File: config.mk
export PLATFORM = sky130hd
export DESIGN_NAME = pill_score_tracker
export DESIGN_NICKNAME = d
export VERILOG_FILES = /design/src/rtl/pacman_pkg.sv /design/src/rtl/bcd_sat_adder.sv /design/src/rtl/hexto7segment.sv /design/src/rtl/pill_score_tracker.sv
export SDC_FILE = /design/constraint.sdc
export NUM_CORES = 1
export LEC_CHECK = 0
export CORE_MARGIN = 2
export CORE_UTILIZATION = 58
export DETAILED_ROUTE_END_ITERATION = 8
export HOLD_SLACK_MARGIN = 0.05
export PLACE_DENSITY = 0.84
export SYNTH_ARGS = -nofsm -noshare
export SYNTH_HDL_FRONTEND = slang
export SYNTH_SLANG_ARGS = --single-unit
File: constraint.sdc
create_clock -name CLOCK_50 -period 15 [get_ports CLOCK_50]
set_clock_uncertainty 0.15 [all_clocks]
set_input_delay 3 -clock CLOCK_50 [delete_from_list [all_inputs] [get_ports CLOCK_50]]
set_output_delay 3 -clock CLOCK_50 [all_outputs]
set_load 0.02 [all_outputs]
File: src/rtl/pacman_pkg.sv
// Shared Pac-Man map object codes, game-progress state and BCD score type.
package pacman_pkg;

    localparam int unsigned OBJ_W = 4;

    localparam logic [OBJ_W-1:0] OBJ_EMPTY  = 4'h0;
    localparam logic [OBJ_W-1:0] OBJ_WALL   = 4'h1;
    localparam logic [OBJ_W-1:0] OBJ_PILL   = 4'h2;
    localparam logic [OBJ_W-1:0] OBJ_POWER  = 4'h3;
    localparam logic [OBJ_W-1:0] OBJ_PACMAN = 4'h4;
    localparam logic [OBJ_W-1:0] OBJ_GHOST  = 4'h5;

    typedef enum logic {
        PLAYING = 1'b0,
        CLEARED = 1'b1
    } level_state_e;

    // Index 3 is the thousands digit, so the packed layout matches score_bcd[15:12].
    typedef logic [3:0][3:0] bcd4_t;

endpackage

File: src/rtl/bcd_sat_adder.sv
// Adds a single BCD digit to a 4-digit BCD value with decimal carry, saturating at 9999.
module bcd_sat_adder
    import pacman_pkg::*;
(
    input  bcd4_t      a,
    input  logic [3:0] addend,
    output bcd4_t      sum
);

    logic       carry;
    logic [4:0] digit_raw;

    always_comb begin
        sum       = '0;
        carry     = 1'b0;
        digit_raw = '0;
        for (int i = 0; i < 4; i++) begin
            digit_raw = 5'(a[i]) + 5'((i == 0) ? addend : 4'd0) + 5'(carry);
            if (digit_raw > 5'd9) begin
                sum[i] = 4'(digit_raw - 5'd10);
                carry  = 1'b1;
            end else begin
                sum[i] = digit_raw[3:0];
                carry  = 1'b0;
            end
        end
        // Carry out of the thousands digit means the true result passed 9999.
        if (carry) begin
            sum = {4{4'd9}};
        end
    end

endmodule

File: src/rtl/hexto7segment.sv
// Hex nibble to active-low 7-segment pattern {g,f,e,d,c,b,a}; blank when disabled.
module hexto7segment (
    input  logic [3:0] hex,
    input  logic       enable,
    output logic [6:0] seg
);

    always_comb begin
        seg = 7'h7F;
        if (enable) begin
            unique case (hex)
                4'h0: seg = 7'h40;
                4'h1: seg = 7'h79;
                4'h2: seg = 7'h24;
                4'h3: seg = 7'h30;
                4'h4: seg = 7'h19;
                4'h5: seg = 7'h12;
                4'h6: seg = 7'h02;
                4'h7: seg = 7'h78;
                4'h8: seg = 7'h00;
                4'h9: seg = 7'h10;
                4'hA: seg = 7'h08;
                4'hB: seg = 7'h03;
                4'hC: seg = 7'h46;
                4'hD: seg = 7'h21;
                4'hE: seg = 7'h06;
                4'hF: seg = 7'h0E;
                default: seg = 7'h7F;
            endcase
        end
    end

endmodule

File: src/rtl/pill_score_tracker.sv
// Pill/score bookkeeping for Pac-Man: BCD score, pill down-counter, sticky level clear.
// Optional blinking of the cleared-level score display under PILL_SCORE_BLINK_EN.
module pill_score_tracker
    import pacman_pkg::*;
#(
    parameter int unsigned TOTAL_PILLS  = 300,
    parameter int unsigned PILL_POINTS  = 1,
    parameter int unsigned POWER_POINTS = 5,
    parameter int unsigned BLINK_DIV    = 12500000
) (
    input  logic                               CLOCK_50,
    input  logic                               reset,
    input  logic                               move_done,
    input  logic [3:0]                         collision_type,
    output logic [$clog2(TOTAL_PILLS+1)-1:0]   pills_left,
    output logic [15:0]                        score_bcd,
    output logic                               pill_eaten,
    output logic                               level_clear,
    output logic [6:0]                         hex3,
    output logic [6:0]                         hex2,
    output logic [6:0]                         hex1,
    output logic [6:0]                         hex0
);

    localparam int unsigned PW = $clog2(TOTAL_PILLS + 1);

    level_state_e    state_q, state_d;
    bcd4_t           score_q, score_d;
    logic [PW-1:0]   pills_q, pills_d;
    logic            pill_eaten_q, pill_eaten_d;

    logic            is_pill_obj;
    logic            accept;
    logic [3:0]      points;
    bcd4_t           score_sum;
    logic            blink_off;
    logic [3:0][6:0] seg;

    assign is_pill_obj = (collision_type == OBJ_PILL) || (collision_type == OBJ_POWER);
    assign accept      = move_done && (state_q == PLAYING) && is_pill_obj && (pills_q != '0);
    assign points      = (collision_type == OBJ_POWER) ? 4'(POWER_POINTS) : 4'(PILL_POINTS);

    bcd_sat_adder u_adder (
        .a      (score_q),
        .addend (points),
        .sum    (score_sum)
    );

    always_comb begin
        state_d      = state_q;
        score_d      = score_q;
        pills_d      = pills_q;
        pill_eaten_d = 1'b0;
        if (accept) begin
            score_d      = score_sum;
            pills_d      = pills_q - PW'(1);
            pill_eaten_d = 1'b1;
            if (pills_q == PW'(1)) begin
                state_d = CLEARED;
            end
        end
    end

    always_ff @(posedge CLOCK_50) begin
        if (reset) begin
            state_q      <= PLAYING;
            score_q      <= '0;
            pills_q      <= PW'(TOTAL_PILLS);
            pill_eaten_q <= 1'b0;
        end else begin
            state_q      <= state_d;
            score_q      <= score_d;
            pills_q      <= pills_d;
            pill_eaten_q <= pill_eaten_d;
        end
    end

`ifdef PILL_SCORE_BLINK_EN
    localparam int unsigned BW = (BLINK_DIV > 1) ? $clog2(BLINK_DIV) : 1;

    logic [BW-1:0] blink_cnt_q, blink_cnt_d;
    logic          blink_off_q, blink_off_d;

    // Held at zero/on while playing, so entry to CLEARED always starts a fresh on phase.
    always_comb begin
        blink_cnt_d = '0;
        blink_off_d = 1'b0;
        if (state_q == CLEARED) begin
            if (blink_cnt_q == BW'(BLINK_DIV - 1)) begin
                blink_cnt_d = '0;
                blink_off_d = ~blink_off_q;
            end else begin
                blink_cnt_d = blink_cnt_q + BW'(1);
                blink_off_d = blink_off_q;
            end
        end
    end

    always_ff @(posedge CLOCK_50) begin
        if (reset) begin
            blink_cnt_q <= '0;
            blink_off_q <= 1'b0;
        end else begin
            blink_cnt_q <= blink_cnt_d;
            blink_off_q <= blink_off_d;
        end
    end

    assign blink_off = blink_off_q;
`else
    assign blink_off = 1'b0;
`endif

    for (genvar g = 0; g < 4; g++) begin : g_seg
        hexto7segment u_seg (
            .hex    (score_q[g]),
            .enable (1'b1),
            .seg    (seg[g])
        );
    end

    assign hex3 = blink_off ? 7'h7F : seg[3];
    assign hex2 = blink_off ? 7'h7F : seg[2];
    assign hex1 = blink_off ? 7'h7F : seg[1];
    assign hex0 = blink_off ? 7'h7F : seg[0];

    assign pills_left  = pills_q;
    assign score_bcd   = score_q;
    assign pill_eaten  = pill_eaten_q;
    assign level_clear = (state_q == CLEARED);

endmodule

# [After elaboration in Yosys (flattened, before gate mapping)]
# Memories as Yosys holds them, arrays and structs flattened. A register that Yosys moved wholly into a read port is not among the register bits.
# Cells that the tools add are included.
# W data, S select, Z words.
[totals] romBits=448 ram_bits=0 latch_bits=0 ff_bits=27 word_cells=53 input_bits=7 n_memories=4 output_inout_bits=55
[classes] mul=0 reduce_logical=6 eq_ne=3 n_div=0 bitwise_logic=1 shifts=0 mux=19 addsub=9 magnitude_cmp=4
[mem_list] name="(name not given)" depth=16 width=7 rd=1 rd_clocked_by_memory_dff=1 write_ports=0 line_no="hexto7segment.sv:11" text="unique case (hex)"
[mem_list] name="(name not given)" depth=16 width=7 rd=1 rd_clocked_by_memory_dff=1 write_ports=0 line_no="hexto7segment.sv:11"
[mem_list] name="(name not given)" depth=16 width=7 rd=1 rd_clocked_by_memory_dff=1 write_ports=0 line_no="hexto7segment.sv:11"
[mem_list] name="(name not given)" depth=16 width=7 rd=1 rd_clocked_by_memory_dff=1 write_ports=0 line_no="hexto7segment.sv:11"
[op_table] cell="$mux W4" count=12
[op_table] cell="$gt A5 B4 Y1 const B" count=4
[op_table] cell="$mux W16" count=1
[op_table] cell="$sub A4 B4 Y4 const B" count=4
[op_table] cell="$add A4 B1 Y5" count=3
[op_table] cell="$eq A9 B1 Y1 const B" count=1
[op_table] cell="$reduce_bool A9 Y1" count=1
[op_table] cell="$sub A9 B1 Y9 const B" count=1
[op_table] cell="$eq A4 B2 Y1 const B" count=2
[op_table] cell="$add A4 B3 Y5" count=1
[op_table] cell="$mux W1" count=5
[op_table] cell="$logic_and A1 B1 Y1" count=3
[op_table] cell="$mux W3" count=1
[op_table] cell="$reduce_and A2 Y1" count=1
[op_table] cell="$logic_or A1 B1 Y1" count=1
[op_table] cell="$not A1 Y1" count=1

# [Longest topological paths before layout]
# Gate-level depths: netlist of the first run.
[depth] depth_word=17 mapped_depth=36 ltp_nobuf=33

# [By module]
# Synthesis of the first run repeated with hierarchy kept, for this count alone.
[hier_totals] hier_cells=411 hier_area_um2=3276.9
[modules_own_cells] mod="hexto7segment" area_per_inst_um2=304.0 seq_area_each_um2=0.0 n_inst=4 cells_each=37
[modules_own_cells] mod="pill_score_tracker" area_per_inst_um2=1206.2 seq_area_each_um2=540.5 n_inst=1 cells_each=138
[modules_own_cells] mod="bcd_sat_adder" area_per_inst_um2=854.6 seq_area_each_um2=0.0 n_inst=1 cells_each=125

# [Worst setup path before layout of the first run]
# OpenSTA, ideal clock, no wires.
[synth_path] path_type="input -> register" startpoint="in collision_type[3]" endpoint="reg hex0[3] (netlist name)" path_slack_ps=5574 t_required_ps=14724 cell_stages=34 setup_time_ps=126 t_arrival_ps=9150 n_path_buf=3 path_cell_list="nor2_1 -> and3_1 -> ha_1 -> xnor2_1 -> ha_1 -> nand2_1 -> a32o_1 -> ha_1 -> ha_1 -> clkbuf_1 -> inv_1 -> a21oi_1 -> o32ai_1 -> a21oi_1 -> ha_1 -> ha_1 -> clkbuf_1 -> inv_1 -> a21oi_1 -> o32ai_1 -> a21oi_1 -> ha_1 -> ha_1 -> or2b_2 -> a31oi_1 -> o311a_4 -> buf_6 -> a22oi_1 -> nor2_1 -> inv_1 -> ha_1 -> nor2b_1 -> a211oi_1 -> a31oi_1"
[synth_via] elab_chain_len=17 word_cells_on_any_way=23 classes_between="add/sub: 5; order compare: 4; eq/ne: 2; mux: 9; reduce/logical: 3"
[synth_rtl] element="from (decl)" line_no="pill_score_tracker.sv:14" text="input logic [3:0] collision_type,"
[synth_rtl] element="$eq A4 B2 Y1" line_no="pill_score_tracker.sv:39, pill_score_tracker.sv:41"
[synth_rtl] element="$mux W3" line_no="pill_score_tracker.sv:41" text="assign points = (collision_type == OBJ_POWER) ? 4'(POWER_POINTS) : 4'(PILL_POINTS);"
[synth_rtl] element="$add A4 B3 Y5" line_no="bcd_sat_adder.sv:18" text="digit_raw = 5'(a[i]) + 5'((i == 0) ? addend : 4'd0) + 5'(carry);"
[synth_rtl] element="$gt A5 B4 Y1" line_no="bcd_sat_adder.sv:19" text="if (digit_raw > 5'd9) begin"
[synth_rtl] element="$mux W1" line_no="bcd_sat_adder.sv:19"
[synth_rtl] element="$add A4 B1 Y5" line_no="bcd_sat_adder.sv:18"
[synth_rtl] element="$gt A5 B4 Y1" line_no="bcd_sat_adder.sv:19"
[synth_rtl] element="$mux W1" line_no="bcd_sat_adder.sv:19"
[synth_rtl] element="$add A4 B1 Y5" line_no="bcd_sat_adder.sv:18"
[synth_rtl] element="$gt A5 B4 Y1" line_no="bcd_sat_adder.sv:19"
[synth_rtl] element="$mux W1" line_no="bcd_sat_adder.sv:19"
[synth_rtl] element="$add A4 B1 Y5" line_no="bcd_sat_adder.sv:18"
[synth_rtl] element="$gt A5 B4 Y1" line_no="bcd_sat_adder.sv:19"
[synth_rtl] element="$mux W1" line_no="bcd_sat_adder.sv:19"
[synth_rtl] element="$mux W16" line_no="bcd_sat_adder.sv:28" text="if (carry) begin"
[synth_rtl] element="$mux W4 (no line) (*) (2 in a row)"
# Every way passes the cells marked *; elsewhere a longest branch is shown, timed or not.
# A chain may end at the register's enable or synchronous reset.

# [Worst setup path in the final report of the first run]
[layout_path] startpoint="in collision_type[2]" endpoint="reg hex0[3] (netlist name)"
[layout_via] elab_chain_len=17 word_cells_on_any_way=23 classes_between="add/sub: 5; order compare: 4; eq/ne: 2; mux: 9; reduce/logical: 3"
[layout_rtl] element="$eq A4 B2 Y1" line_no="pill_score_tracker.sv:39, pill_score_tracker.sv:41"
[layout_rtl] element="$mux W3" line_no="pill_score_tracker.sv:41"
[layout_rtl] element="$add A4 B3 Y5" line_no="bcd_sat_adder.sv:18"
[layout_rtl] element="$gt A5 B4 Y1" line_no="bcd_sat_adder.sv:19"
[layout_rtl] element="$mux W1" line_no="bcd_sat_adder.sv:19"
[layout_rtl] element="$add A4 B1 Y5" line_no="bcd_sat_adder.sv:18"
[layout_rtl] element="$gt A5 B4 Y1" line_no="bcd_sat_adder.sv:19"
[layout_rtl] element="$mux W1" line_no="bcd_sat_adder.sv:19"
[layout_rtl] element="$add A4 B1 Y5" line_no="bcd_sat_adder.sv:18"
[layout_rtl] element="$gt A5 B4 Y1" line_no="bcd_sat_adder.sv:19"
[layout_rtl] element="$mux W1" line_no="bcd_sat_adder.sv:19"
[layout_rtl] element="$add A4 B1 Y5" line_no="bcd_sat_adder.sv:18"
[layout_rtl] element="$gt A5 B4 Y1" line_no="bcd_sat_adder.sv:19"
[layout_rtl] element="$mux W1" line_no="bcd_sat_adder.sv:19"
[layout_rtl] element="$mux W16" line_no="bcd_sat_adder.sv:28"
[layout_rtl] element="$mux W4 (no line) (*) (2 in a row)"
# Marked as above.

==> impl_metrics.tcl, run 1 <==
set metrics [dict create \
    grt_start_max_net_pins 30 \
    leakage_uw 0.001672 \
    fp-row-count 28 \
    ys.flop_type "dfxtp_1" \
    yosysTopAreaCellShare_pct 30.25 \
    syn_inst 407 \
    final_common_cell "clkdlybuf4s50_1" \
    irDropWorstVdd_v 0.00004212 \
    synth-edff-count 0 \
    worstSetupStartpoint "collision_type[2]" \
    area_growth_syn_to_layout_pct 17.81 \
    wirelength_um 8074 \
    cts_buffers 5 \
    totalPowerFinal_uw 263.6 \
    rsz0062_at_grt "false" \
    cts_sinks 55 \
    port_buffers 61 \
    ys_warn_count 0 \
    tns_ns 0 \
    path_clk_slew_ns 0.10 \
    crit_required_ns 15.02 \
    via_per_inst 6.008 \
    fin_area_mm2 0.004288 \
    clock_latency_ns 0.31 \
    start_util_pct 60.76 \
    status "finished clean" \
    grt_pass1_wl_um 13430 \
    fmax_mhz 97.01 \
    slowest_stage "clkdlybuf4s50_1" \
    tightest_slew_ns 0.7739 \
    grt_overflow 0 \
    drive_gt1_share_pct 9.471 \
    critPathMostFrequentCell "ha_1" \
    slew_headroom_pct 48.40 \
    synth.ff_latch_count 55 \
    crit_path_start_kind "primary input" \
    num_vias 3178 \
    hold_viol 0 \
    wl_per_cell_um 15.26 \
    tritoncts "done" \
    min_period_ns 10.31 \
    die-area_mm2 0.006925 \
    power.density_mw_per_mm2 61.49 \
    drtPass1Iterations 5 \
    layout_worst_path_cycle_share_pct 68.72 \
    hpwl_um 5866 \
    drv_slew 0 \
    drc_errors 0 \
    setup_viol 0 \
    dr.first_iter.drc_count 235 \
    worst-path-max-fanout 15 \
    grt_antenna_before_repair 0 \
    synth_area_leaders "dfxtp_1 30%, ha_1 13%, nor2_1 3.3%" \
    postCtsSetupBuffers 0 \
    track_usage_pct 22.74 \
    place_congestion 0.8853 \
    cts_max_path_buffers 2 \
    yosysSeqAreaShare_pct 30.25 \
    criticalPathCategory "in2reg" \
    drv_cap 0 \
    layout.nets 499 \
    grt_pass1_vias 2942 \
    cts_root_buf "clkbuf_8" \
    hp-start "pills_left[1]" \
    hp-class "reg2reg" \
    core_area_mm2 0.005991 \
    ioPinCount 62 \
    endpoint_kind "flop" \
    syn_area_per_cell_um2 8.943 \
    yosysTopAreaCell "dfxtp_1" \
    diodes 0 \
    cts_resized 0 \
    die_width_um 83.22 \
    r2r_start "score_bcd[0]" \
    syn-num-nets 453 \
    die_y_um 83.22 \
    cts_htree_levels 2 \
    synth_area_mm2 0.003640 \
    postCtsHoldBufs 0 \
    synthArstFlopShare_pct 0 \
    antenna_left 0 \
    synth_cell_type_count 73 \
    timing.final.ws_setup_ns 4.692 \
    post-place-ws_ns 4.481 \
    slowest_delay_ns 0.48 \
    final_cell_mix "61 x clkdlybuf4s50_1, 55 x dfxtp_1, 39 x ha_1" \
    crit_arrival_ns 10.33 \
    placed_area_mm2 0.004207 \
]
## path summary, 6_finish.rpt
path,to,slack (ns),depth (start not counted)
min,pills_left[1],0.39,2
max reg2reg,hex0[3],7.70,29
min reg2reg,pills_left[1],0.39,2
max,hex0[3],4.69,32
## metrics by stage
| step | hold WS, ns | instances | utilization, % |
|---|---|---|---|
| 6_report | 0.3896 | 529 | 71.57 |
| 3_5_place_dp | 0.3605 | 521 | 70.22 |
| 3_3_place_gp | 0.3540 | 521 | 70.22 |
| 2_1_floorplan | 0.4319 | 407 | - |
| 5_1_grt | 0.4162 | 529 | 71.57 |
| 4_1_cts | 0.3850 | 529 | 71.57 |
## final cells by class
class                           instances  area, µm²
Fill cell                             463       1703
Inverter                               33      123.9
Multi-Input combinational cell        296       2270
Timing Repair Buffer                   62      618.1
Clock buffer                            7      76.32
Clock inverter                          1      5.005
Sequential cell                        55       1101
Tap cell                               75      93.84
## synth_stat cells (4+ instances only)
| master | number |
|---|---|
| o21ai_1 | 5 |
| nand2_1 | 24 |
| xnor2_1 | 8 |
| buf_6 | 7 |
| and4b_1 | 7 |
| o22ai_1 | 9 |
| a31oi_1 | 12 |
| nor4b_1 | 4 |
| nor2_1 | 32 |
| nor3_1 | 6 |
| o21ai_0 | 11 |
| o221a_2 | 4 |
| inv_1 | 31 |
| nand3_1 | 9 |
| buf_2 | 5 |
| ha_1 | 39 |
| o221ai_1 | 4 |
| and3b_1 | 5 |
| nand2b_1 | 4 |
| mux2i_1 | 6 |
| a22o_1 | 4 |
| clkbuf_1 | 11 |
| nor2b_1 | 6 |
| dfxtp_1 | 55 |
| a21oi_1 | 18 |
| a211oi_1 | 6 |
## cells by family (layout without fill, tap and decap cells)
family                   count (synthesis)  in the layout  synth area share, %
buffers and inverters                   56            103                7.391
adder cells (fa/ha/maj)                 39             39                13.41
XOR/XNOR                                10             10                2.406
AO/OA/AOI/OAI                          114            114                24.27
AND/OR/NAND/NOR                        124            124                19.70
multiplexers                             9              9                2.578
flip-flops                              55             55                30.25
## where the power goes
part           total, µW  internal, µW  switching (µW)
combinational       30.8          13.6            17.2
clock               81.4          33.0            48.4
sequential           151           149            2.28
total                264           196            67.9
## per-layer routing
| metal | GRT usage, % | routed length, µm | vias to the layer above |
|---|---|---|---|
| met1 | 28.24 | 3572 | 1505 |
| met5 | 0 | 0 | - |
| met2 | 39.37 | 3998 | 91 |
| met4 | 6.855 | 78 | 0 |
| met3 | 4.871 | 424 | 8 |
| li1 | - | - | 1574 |
## critical path: cells and delay by family
family                   cells  cell delay, ns
AO/OA/AOI/OAI               12            2.09
AND/OR/NAND/NOR              6            1.08
adder cells (fa/ha/maj)      9            2.90
buffers and inverters        4            0.88
XOR/XNOR                     1            0.36
## flip-flops by register name, indices dropped and copies added, names as in the netlist
register and flops:
hex1 7, level_clear 1, hex2 7, pills_left 9
hex3 7, score_bcd 16, pill_eaten 1, hex0 7
(Power assumes the default switching activity.)
==> inputs of run 2 (changes only) <==
--- a/config.mk
+++ b/config.mk
@@ -6,10 +6,10 @@
 export NUM_CORES = 1
 export LEC_CHECK = 0
 export CORE_MARGIN = 2
-export CORE_UTILIZATION = 58
+export CORE_UTILIZATION = 49
 export DETAILED_ROUTE_END_ITERATION = 8
 export HOLD_SLACK_MARGIN = 0.05
-export PLACE_DENSITY = 0.84
+export PLACE_DENSITY = 0.76
 export SYNTH_ARGS = -nofsm -noshare
 export SYNTH_HDL_FRONTEND = slang
 export SYNTH_SLANG_ARGS = --single-unit
==> constraint.sdc (replaced) <==
create_clock -name CLOCK_50 -period 8.6 [get_ports CLOCK_50]
set_clock_uncertainty 0.15 [all_clocks]
set_input_delay 1.72 -clock CLOCK_50 [delete_from_list [all_inputs] [get_ports CLOCK_50]]
set_output_delay 1.72 -clock CLOCK_50 [all_outputs]
set_load 0.02 [all_outputs]
==> impl_metrics.tcl, run 2 (synthesized netlist as in run 1, its figures left out) <==
set metrics [dict create \
    dr.first_iter.drc_count 180 \
    final_common_cell "clkdlybuf4s50_1" \
    nFillCells 659 \
    track_usage_pct 19.99 \
    diodes 0 \
    clock_latency_ns 0.31 \
    area_growth_syn_to_layout_pct 23.24 \
    cts_max_path_buffers 2 \
    num_vias 3225 \
    wl_per_cell_um 14.37 \
    port_buffers 61 \
    drc_errors 0 \
    layout_worst_path_cycle_share_pct 94.49 \
    min_period_ns 8.126 \
    cts_htree_levels 2 \
    tightest_slew_ns 0.6282 \
    cts_root_buf "clkbuf_8" \
    die_y_um 90.19 \
    fmax_mhz 123.1 \
    final_util_pct 62.17 \
    crit_path_start_kind "primary input" \
    postCtsHoldBufs 0 \
    hold_viol 0 \
    drv_cap 0 \
    cts_sinks 55 \
    criticalPathCategory "in2reg" \
    via_per_inst 5.668 \
    grt_pass1_wl_um 13760 \
    path_clk_slew_ns 0.10 \
    irDropWorstVdd_v 0.00007098 \
    grt_start_max_net_pins 30 \
    place_congestion 0.8852 \
    hpwl_um 5963 \
    whs_endpoint "level_clear" \
    hp-class "reg2reg" \
    die_width_um 90.19 \
    grt_pass1_vias 3068 \
    critPathMostFrequentCell "ha_1" \
    antenna_left 0 \
    crit_arrival_ns 8.21 \
    drive_gt1_share_pct 14.04 \
    status "finished clean" \
    reg2reg_to "hex1[3]" \
    grt_antenna_before_repair 0 \
    start_util_pct 50.45 \
    endpoint_kind "flop" \
    drv_slew 0 \
    layout.nets 515 \
    r2r_setup_slack_ns 2.04 \
    largest_reg_flops 16 \
    hp-start "level_clear" \
    final_cell_mix "61 x clkdlybuf4s50_1, 55 x dfxtp_1, 37 x ha_1" \
    core_area_mm2 0.007214 \
    die-area_mm2 0.008133 \
    reg2reg_depth 32 \
    totalPowerFinal_uw 456.7 \
    ioPinCount 62 \
    power.density_mw_per_mm2 101.8 \
    fp-row-count 31 \
    drtPass1Iterations 4 \
    worst-path-max-fanout 8 \
    r2r_start "score_bcd[0]" \
    crit_required_ns 8.68 \
    wirelength_um 8178 \
    slowest_stage "clkdlybuf4s50_1" \
    cts_buffers 5 \
    leakage_uw 0.001753 \
    slew_headroom_pct 58.12 \
    grt_overflow 0 \
    tritoncts "done" \
    setup_viol 0 \
    hold_path_depth 2 \
    slowest_delay_ns 0.46 \
]
[run 2: how the worst max path moves through the flow]
stage / from / to
3_5_place_dp: collision_type[2] / hex0[3]
2_1_floorplan: collision_type[3] / hex0[3]
3_3_place_gp: collision_type[3] / hex1[3]
6_report: collision_type[2] / hex1[3]
4_1_cts: collision_type[2] / hex0[3]
5_1_grt: collision_type[3] / hex1[3]
[run 2: final cells by class]
class	count	area (µm²)	area share, %
repair buffers	78	738.2	16.46
clock inverters	1	5.005	0.1116
multi-input cells	296	2317	51.66
inverters	33	123.9	2.762
well taps	99	123.9	2.762
flip-flops and latches	55	1101	24.55
clock buffers	7	76.32	1.702
[run 2: through the flow]
step           hold slack (ns)    TNS, ns  setup WS, ns  cells  cell area (µm²)
2_1_floorplan           0.4319          0        0.4542    407             3640
3_3_place_gp            0.3450          0        0.2849    558             4334
3_5_place_dp            0.3582          0       0.05819    558             4334
4_1_cts                 0.3828          0        0.3082    566             4415
5_1_grt                 0.4129  -0.003626     -0.003626    569             4486
6_report                0.3663          0        0.4736    569             4486
[run 2: what timing repair did]
action	CTS	global route
setup buffers	0	3
gates resized for setup	0	9
setup endpoints to repair	0	20
hold endpoints to repair	0	0
[run 2: per-layer routing]
metal  wire length, µm  vias up  global-route usage (%)  share of wire (%)
met4               187        0                   7.949                2.3
met5                 0        -                       0                  0
met3               364       17                   3.604                4.5
met1              3557     1517                   23.56                 43
met2              4069       94                   35.78                 50
li1                  -     1597                       -                  -
[run 2: worst max-delay path: cells and delay by family]
family	cells	cell delay (ns)
fa+ha+maj	9	2.21
simple gates	8	1.23
compound gates	11	1.81
xor+xnor	1	0.18
buf+inv	6	1.05
[run 2: where the power goes]
group          leakage, µW  switching (µW)  internal [µW]
Sequential        0.000446            4.02            260
Clock            0.0000422            79.3           57.4
Combinational      0.00127            30.6           25.3
Total              0.00175             114            343
